### config.mk
export PLATFORM = sky130hd
export DESIGN_NAME = imem_arbiter_flat
export DESIGN_NICKNAME = d
export VERILOG_FILES = /design/src/rtl/imem_arbiter_pkg.sv /design/src/rtl/imem_arbiter_if.sv /design/src/rtl/imem_arb_aging.sv /design/src/rtl/imem_arbiter.sv /design/src/flat_wrapper.sv
export SDC_FILE = /design/constraint.sdc
export NUM_CORES = 1
export LEC_CHECK = 0
export BUFFER_PORTS_ARGS = -buffer_cell sky130_fd_sc_hd__buf_2
export CAP_MARGIN = 20
export CORE_AREA = 2 2 140 142
export CTS_CLUSTER_DIAMETER = 40
export DETAILED_ROUTE_END_ITERATION = 6
export DIE_AREA = 0 0 142 144
export SLEW_MARGIN = 30
export SYNTH_ARGS = -nofsm -noshare
export SYNTH_HDL_FRONTEND = slang
export SYNTH_SLANG_ARGS = --single-unit
### constraint.sdc
create_clock -name clock_i -period 4.56 [get_ports clock_i]
set_clock_uncertainty 0.2 [all_clocks]
set_input_delay 1.14 -clock clock_i [delete_from_list [all_inputs] [get_ports clock_i]]
set_output_delay 1.14 -clock clock_i [all_outputs]
set_load 0.03 [all_outputs]
### src/rtl/imem_arbiter_pkg.sv
// imem_arbiter_pkg: shared widths and read-owner encoding for the instruction memory arbiter.
package imem_arbiter_pkg;
    localparam int ADDR_W_DEF = 10;
    localparam int DATA_W_DEF = 64;
    localparam int WAIT_W = 8;
    typedef enum logic [1:0] {
        OWN_NONE  = 2'd0,
        OWN_FETCH = 2'd1,
        OWN_LOAD  = 2'd2
    } owner_e;
endpackage

### src/rtl/imem_arbiter_if.sv
// imem_arbiter_if: fetch, loader and memory buses of the arbiter; slave is the arbiter side.
interface imem_arbiter_if
    import imem_arbiter_pkg::*;
#(
    parameter int ADDR_W = ADDR_W_DEF,
    parameter int DATA_W = DATA_W_DEF
) ();
    logic              f_req_i;
    logic [ADDR_W-1:0] f_addr_i;
    logic [DATA_W-1:0] f_data_o;
    logic              f_valid_o;
    logic              f_stall_o;
    logic              l_req_i;
    logic              l_we_i;
    logic [ADDR_W-1:0] l_addr_i;
    logic [DATA_W-1:0] l_wdata_i;
    logic              l_gnt_o;
    logic [DATA_W-1:0] l_rdata_o;
    logic              l_rvalid_o;
    logic [ADDR_W-1:0] mem_addr_o;
    logic              mem_we_o;
    logic [DATA_W-1:0] mem_wdata_o;
    logic              mem_stall_o;
    logic [DATA_W-1:0] mem_data_i;

    modport slave (
        input  f_req_i, f_addr_i, l_req_i, l_we_i, l_addr_i, l_wdata_i, mem_data_i,
        output f_data_o, f_valid_o, f_stall_o, l_gnt_o, l_rdata_o, l_rvalid_o,
               mem_addr_o, mem_we_o, mem_wdata_o, mem_stall_o
    );
    modport master (
        output f_req_i, f_addr_i, l_req_i, l_we_i, l_addr_i, l_wdata_i, mem_data_i,
        input  f_data_o, f_valid_o, f_stall_o, l_gnt_o, l_rdata_o, l_rvalid_o,
               mem_addr_o, mem_we_o, mem_wdata_o, mem_stall_o
    );
endinterface

### src/rtl/imem_arb_aging.sv
// imem_arb_aging: saturating count of denied loader cycles; force_o demands a loader grant.
module imem_arb_aging
    import imem_arbiter_pkg::*;
#(
    parameter int MAX_WAIT = 8
) (
    input  logic clock_i,
    input  logic resetn_i,
    input  logic pend_i,
    input  logic gnt_i,
    output logic force_o
);
    logic [WAIT_W-1:0] cnt_q, cnt_d;

    assign force_o = cnt_q == WAIT_W'(MAX_WAIT);

    always_comb
        cnt_d = (!pend_i || gnt_i) ? '0 : (force_o ? cnt_q : cnt_q + 1'b1);

    always_ff @(posedge clock_i or negedge resetn_i)
        if (!resetn_i) cnt_q <= '0;
        else           cnt_q <= cnt_d;
endmodule

### src/rtl/imem_arbiter.sv
// imem_arbiter: fetch-priority arbiter for the shared instruction memory with loader aging.
// IMEM_ARB_PERF_EN adds fetch-stall and loader-grant event counters.
module imem_arbiter
    import imem_arbiter_pkg::*;
#(
    parameter int ADDR_W   = ADDR_W_DEF,
    parameter int DATA_W   = DATA_W_DEF,
    parameter int MAX_WAIT = 8
) (
    input  logic                clock_i,
    input  logic                resetn_i,
    imem_arbiter_if.slave       bus
`ifdef IMEM_ARB_PERF_EN
    ,
    output logic [31:0]         perf_fstall_o,
    output logic [31:0]         perf_lgnt_o
`endif
);
    owner_e            own_q, own_d;
    logic [ADDR_W-1:0] addr_q;
    logic              l_gnt, f_gnt, force_w;

    // Grants are gated by reset so an asserted reset kills a write immediately.
    assign l_gnt = resetn_i & bus.l_req_i & (!bus.f_req_i | force_w);
    assign f_gnt = resetn_i & bus.f_req_i & !l_gnt;

    assign bus.l_gnt_o     = l_gnt;
    assign bus.f_stall_o   = bus.f_req_i & !f_gnt;
    assign bus.mem_addr_o  = l_gnt ? bus.l_addr_i : (f_gnt ? bus.f_addr_i : addr_q);
    assign bus.mem_we_o    = l_gnt & bus.l_we_i;
    assign bus.mem_wdata_o = bus.l_wdata_i;
    assign bus.mem_stall_o = (own_q == OWN_FETCH) & bus.f_stall_o;
    assign bus.f_valid_o   = own_q == OWN_FETCH;
    assign bus.l_rvalid_o  = own_q == OWN_LOAD;
    assign bus.f_data_o    = bus.f_valid_o ? bus.mem_data_i : {DATA_W{1'b0}};
    assign bus.l_rdata_o   = bus.l_rvalid_o ? bus.mem_data_i : {DATA_W{1'b0}};

    always_comb
        own_d = l_gnt ? (bus.l_we_i ? OWN_NONE : OWN_LOAD) : (f_gnt ? OWN_FETCH : OWN_NONE);

    always_ff @(posedge clock_i or negedge resetn_i)
        if (!resetn_i) begin
            own_q  <= OWN_NONE;
            addr_q <= '0;
        end else begin
            own_q  <= own_d;
            addr_q <= bus.mem_addr_o;
        end

    imem_arb_aging #(.MAX_WAIT(MAX_WAIT)) u_aging (
        .clock_i  (clock_i),
        .resetn_i (resetn_i),
        .pend_i   (bus.l_req_i),
        .gnt_i    (l_gnt),
        .force_o  (force_w)
    );

`ifdef IMEM_ARB_PERF_EN
    logic [31:0] perf_fstall_q, perf_lgnt_q;

    always_ff @(posedge clock_i or negedge resetn_i)
        if (!resetn_i) begin
            perf_fstall_q <= '0;
            perf_lgnt_q   <= '0;
        end else begin
            perf_fstall_q <= perf_fstall_q + 32'(bus.f_stall_o);
            perf_lgnt_q   <= perf_lgnt_q + 32'(l_gnt);
        end

    assign perf_fstall_o = perf_fstall_q;
    assign perf_lgnt_o   = perf_lgnt_q;
`endif
endmodule

### src/flat_wrapper.sv
// flat-port wrapper written by rule: the top's interface ports become plain ports
module imem_arbiter_flat import imem_arbiter_pkg::*;
#(
    parameter int ADDR_W   = ADDR_W_DEF,
    parameter int DATA_W   = DATA_W_DEF,
    parameter int MAX_WAIT = 8
)
  (clock_i, resetn_i, bus_f_req_i, bus_f_addr_i, bus_l_req_i, bus_l_we_i, bus_l_addr_i, bus_l_wdata_i, bus_mem_data_i, bus_f_data_o, bus_f_valid_o, bus_f_stall_o, bus_l_gnt_o, bus_l_rdata_o, bus_l_rvalid_o, bus_mem_addr_o, bus_mem_we_o, bus_mem_wdata_o, bus_mem_stall_o);
  imem_arbiter_if #(.ADDR_W(ADDR_W), .DATA_W(DATA_W)) bus_i ();
  input  logic clock_i;
  input  logic resetn_i;
  input wire logic [$bits(bus_i.f_req_i)-1:0] bus_f_req_i;
  input wire logic [$bits(bus_i.f_addr_i)-1:0] bus_f_addr_i;
  input wire logic [$bits(bus_i.l_req_i)-1:0] bus_l_req_i;
  input wire logic [$bits(bus_i.l_we_i)-1:0] bus_l_we_i;
  input wire logic [$bits(bus_i.l_addr_i)-1:0] bus_l_addr_i;
  input wire logic [$bits(bus_i.l_wdata_i)-1:0] bus_l_wdata_i;
  input wire logic [$bits(bus_i.mem_data_i)-1:0] bus_mem_data_i;
  output wire logic [$bits(bus_i.f_data_o)-1:0] bus_f_data_o;
  output wire logic [$bits(bus_i.f_valid_o)-1:0] bus_f_valid_o;
  output wire logic [$bits(bus_i.f_stall_o)-1:0] bus_f_stall_o;
  output wire logic [$bits(bus_i.l_gnt_o)-1:0] bus_l_gnt_o;
  output wire logic [$bits(bus_i.l_rdata_o)-1:0] bus_l_rdata_o;
  output wire logic [$bits(bus_i.l_rvalid_o)-1:0] bus_l_rvalid_o;
  output wire logic [$bits(bus_i.mem_addr_o)-1:0] bus_mem_addr_o;
  output wire logic [$bits(bus_i.mem_we_o)-1:0] bus_mem_we_o;
  output wire logic [$bits(bus_i.mem_wdata_o)-1:0] bus_mem_wdata_o;
  output wire logic [$bits(bus_i.mem_stall_o)-1:0] bus_mem_stall_o;
  assign bus_i.f_req_i = bus_f_req_i;
  assign bus_i.f_addr_i = bus_f_addr_i;
  assign bus_i.l_req_i = bus_l_req_i;
  assign bus_i.l_we_i = bus_l_we_i;
  assign bus_i.l_addr_i = bus_l_addr_i;
  assign bus_i.l_wdata_i = bus_l_wdata_i;
  assign bus_i.mem_data_i = bus_mem_data_i;
  assign bus_f_data_o = bus_i.f_data_o;
  assign bus_f_valid_o = bus_i.f_valid_o;
  assign bus_f_stall_o = bus_i.f_stall_o;
  assign bus_l_gnt_o = bus_i.l_gnt_o;
  assign bus_l_rdata_o = bus_i.l_rdata_o;
  assign bus_l_rvalid_o = bus_i.l_rvalid_o;
  assign bus_mem_addr_o = bus_i.mem_addr_o;
  assign bus_mem_we_o = bus_i.mem_we_o;
  assign bus_mem_wdata_o = bus_i.mem_wdata_o;
  assign bus_mem_stall_o = bus_i.mem_stall_o;
  imem_arbiter #(.ADDR_W(ADDR_W), .DATA_W(DATA_W), .MAX_WAIT(MAX_WAIT)) u_core (.clock_i(clock_i), .resetn_i(resetn_i), .bus(bus_i));
endmodule
==> flow_metrics.tcl <==
set metrics [dict create \
    vias 2759 \
    grt_max_degree 48 \
    layout_common_cells "buf_2 (232), and2_1 (128), dfrtp_1 (20)" \
    place_hpwl_mm 8.99 \
    drive_gt1_frac 0.522 \
    multi_input_area_um2 1440 \
    synth_area_um2 2510 \
    worst_pin_slew_ns 0.848 \
    syn-instance-count 331 \
    layout_min_cycle_time_ns 3.94 \
    grt_pass1_vias 2370 \
    setup_viol_count_final 0 \
    fp.dieW_um 142 \
    num-fill-cells 2177 \
    path_max_fanout 13 \
    synthTopCellsByArea "and2_1 (32%), dfrtp_1 (20%), buf_4 (19%), a22oi_2 (5.0%), a211oi_1 (3.3%)" \
    setup-tns-final_ns 0 \
    grt_pass1_wl_mm 14.2 \
    wire_per_inst_um 14.6 \
    crit_path_end_kind "output port" \
    status "complete, no violations" \
    final_common_cell "buf_2" \
    worstPathArrival_ns 2.60 \
    wl_mm 10.6 \
    numCtsBuffers 3 \
    yosysUniqueCellTypes 31 \
    p_leak_nw 2.04 \
    drc_errors 0 \
    min_delay_path_depth 2 \
    clk_path_buf_depth 2 \
    fp.dieH_um 144 \
    yosys_register_bits 20 \
    dr.pass1.iters 4 \
    clk_pin_slew_ns 0.06 \
    die-area_um2 20400 \
    slew_headroom 0.434 \
    criticalPathCategory "input pin to output port" \
    powerDensity_nw_per_um2 194 \
    ys.flop_type "dfrtp_1" \
    regArea_um2 500 \
    async_reset_ff_frac 1.00 \
    yosysWarnings 0 \
    syn_nets 486 \
    cts_tree "yes" \
    drt_iter0_drc 62 \
    antenna_cells 0 \
    rows 51 \
    timing.final.ws_setup_ns 0.624 \
    htreeDepth 1 \
    clk_latency_ns 0.25 \
    vdd_drop_max_uv 171 \
    worstRegToRegCells 4 \
    synth-edff-count 0 \
    area_growth_pct 41.0 \
    hold_violations 0 \
    hold_path.class "register to register" \
    critPathLaunchType "input pin" \
    start_util 0.132 \
    synth_top_cell_area_share 0.318 \
    netlist.top_cell.by_area "and2_1" \
    cp.required_ns 3.22 \
    fmax_mhz 254 \
    overflow 0 \
    ant_nets 0 \
    nNetsFinal 643 \
    antenna_found_initial 0 \
    cts_hold_buf 0 \
    clockRootBuffer "clkbuf_16" \
    rsz0062_at_grt "no" \
    synth-seq-area-share 0.199 \
    final_max_slew_viol_count 0 \
    ctsResizeCount 0 \
    core_um2 19100 \
    cts_setup_buffers 0 \
    place.gp.congestion 0.762 \
    fin_crit_sh 0.863 \
    syn_avg_cell_area_um2 7.60 \
    preCtsSetupSlack_ns 0.602 \
    routed_via_density 3.81 \
    grtUsageTotal 0.0910 \
    clock_sinks 20 \
    maxCapViolations 0 \
    io_pins 361 \
    port_buffers 232 \
]
cell type report:
class                           count  area share
Clock buffer                        4      0.0250
Timing Repair Buffer              238       0.340
Multi-Input combinational cell    221       0.406
Inverter                            4     0.00423
Tap cell                          238      0.0840
Sequential cell                    20       0.141
routing by layer:
| layer | global-route usage | share of wire | vias up |
|---|---|---|---|
| met1 | 0.109 | 0.41 | 1227 |
| met3 | 0.0536 | 0.13 | 2 |
| met5 | 0 | 0 | - |
| met2 | 0.146 | 0.45 | 210 |
| met4 | 0.00789 | 0.0022 | 0 |
| li1 | - | - | 1320 |
metrics by stage:
stage	instance area [um2]	utilization	std cells	hold WS, ns	total power [mW]
5_1_grt	3550	0.186	725	0.439	0.724
3_5_place_dp	3460	0.181	721	0.384	0.490
2_1_floorplan	2510	-	331	0.343	0.484
6_report	3550	0.186	725	0.400	0.687
3_3_place_gp	3460	0.181	721	0.375	0.489
4_1_cts	3550	0.186	725	0.409	0.693
synthesized netlist by cell type, types with 4 or more instances:
| cell | instances |
|---|---|
| buf_4 | 65 |
| nand3_1 | 4 |
| a21oi_1 | 7 |
| nor2b_1 | 4 |
| nor2_1 | 13 |
| and3_1 | 10 |
| a211oi_1 | 11 |
| nand2_1 | 5 |
| and2_1 | 128 |
| inv_1 | 4 |
| clkbuf_1 | 17 |
| or3_1 | 4 |
| o21ai_0 | 7 |
| dfrtp_1 | 20 |
| a22oi_2 | 10 |
kinds of logic after synthesis:
family / share of synthesized area
xor gates and xnor gates: 0.00697
DFF: 0.199
adders and majority gates: 0.00995
and+or+nand+nor: 0.432
AOI/OAI and AO/OA: 0.117
buffers and inverters: 0.235
power by group:
part           internal (mW)  switching, mW
combinational          0.103          0.183
sequential             0.193        0.00683
clock                  0.134         0.0675
total                  0.430          0.257
state kept, by name (all words and copies together) (netlist names):
name,cells
u_core.u_aging.cnt_q,8
u_core.own_q,2
u_core.addr_q,10
worst max-delay path, stage by stage:
cell and delay (ns):
buf_2 0.21, nand2_1 0.09, or3_1 0.63, a22oi_2 0.28
buf_2 0.24
worst paths after layout:
kind,from,to,slack [ns]
min reg2reg,u_core.u_aging.cnt_q[6]$_DFFE_PN0P_,u_core.u_aging.cnt_q[6]$_DFFE_PN0P_,0.40
min in group asynchronous,resetn_i,u_core.addr_q[0]$_DFF_PN0_,0.53
max in group asynchronous,resetn_i,u_core.u_aging.cnt_q[3]$_DFFE_PN0P_,3.19
max reg2reg,u_core.u_aging.cnt_q[5]$_DFFE_PN0P_,u_core.own_q[1]$_DFF_PN0_,2.12
max,resetn_i,bus_mem_addr_o[1],0.62
min,u_core.u_aging.cnt_q[6]$_DFFE_PN0P_,u_core.u_aging.cnt_q[6]$_DFFE_PN0P_,0.40
No activity file was read; power rests on OpenSTA's default activity.
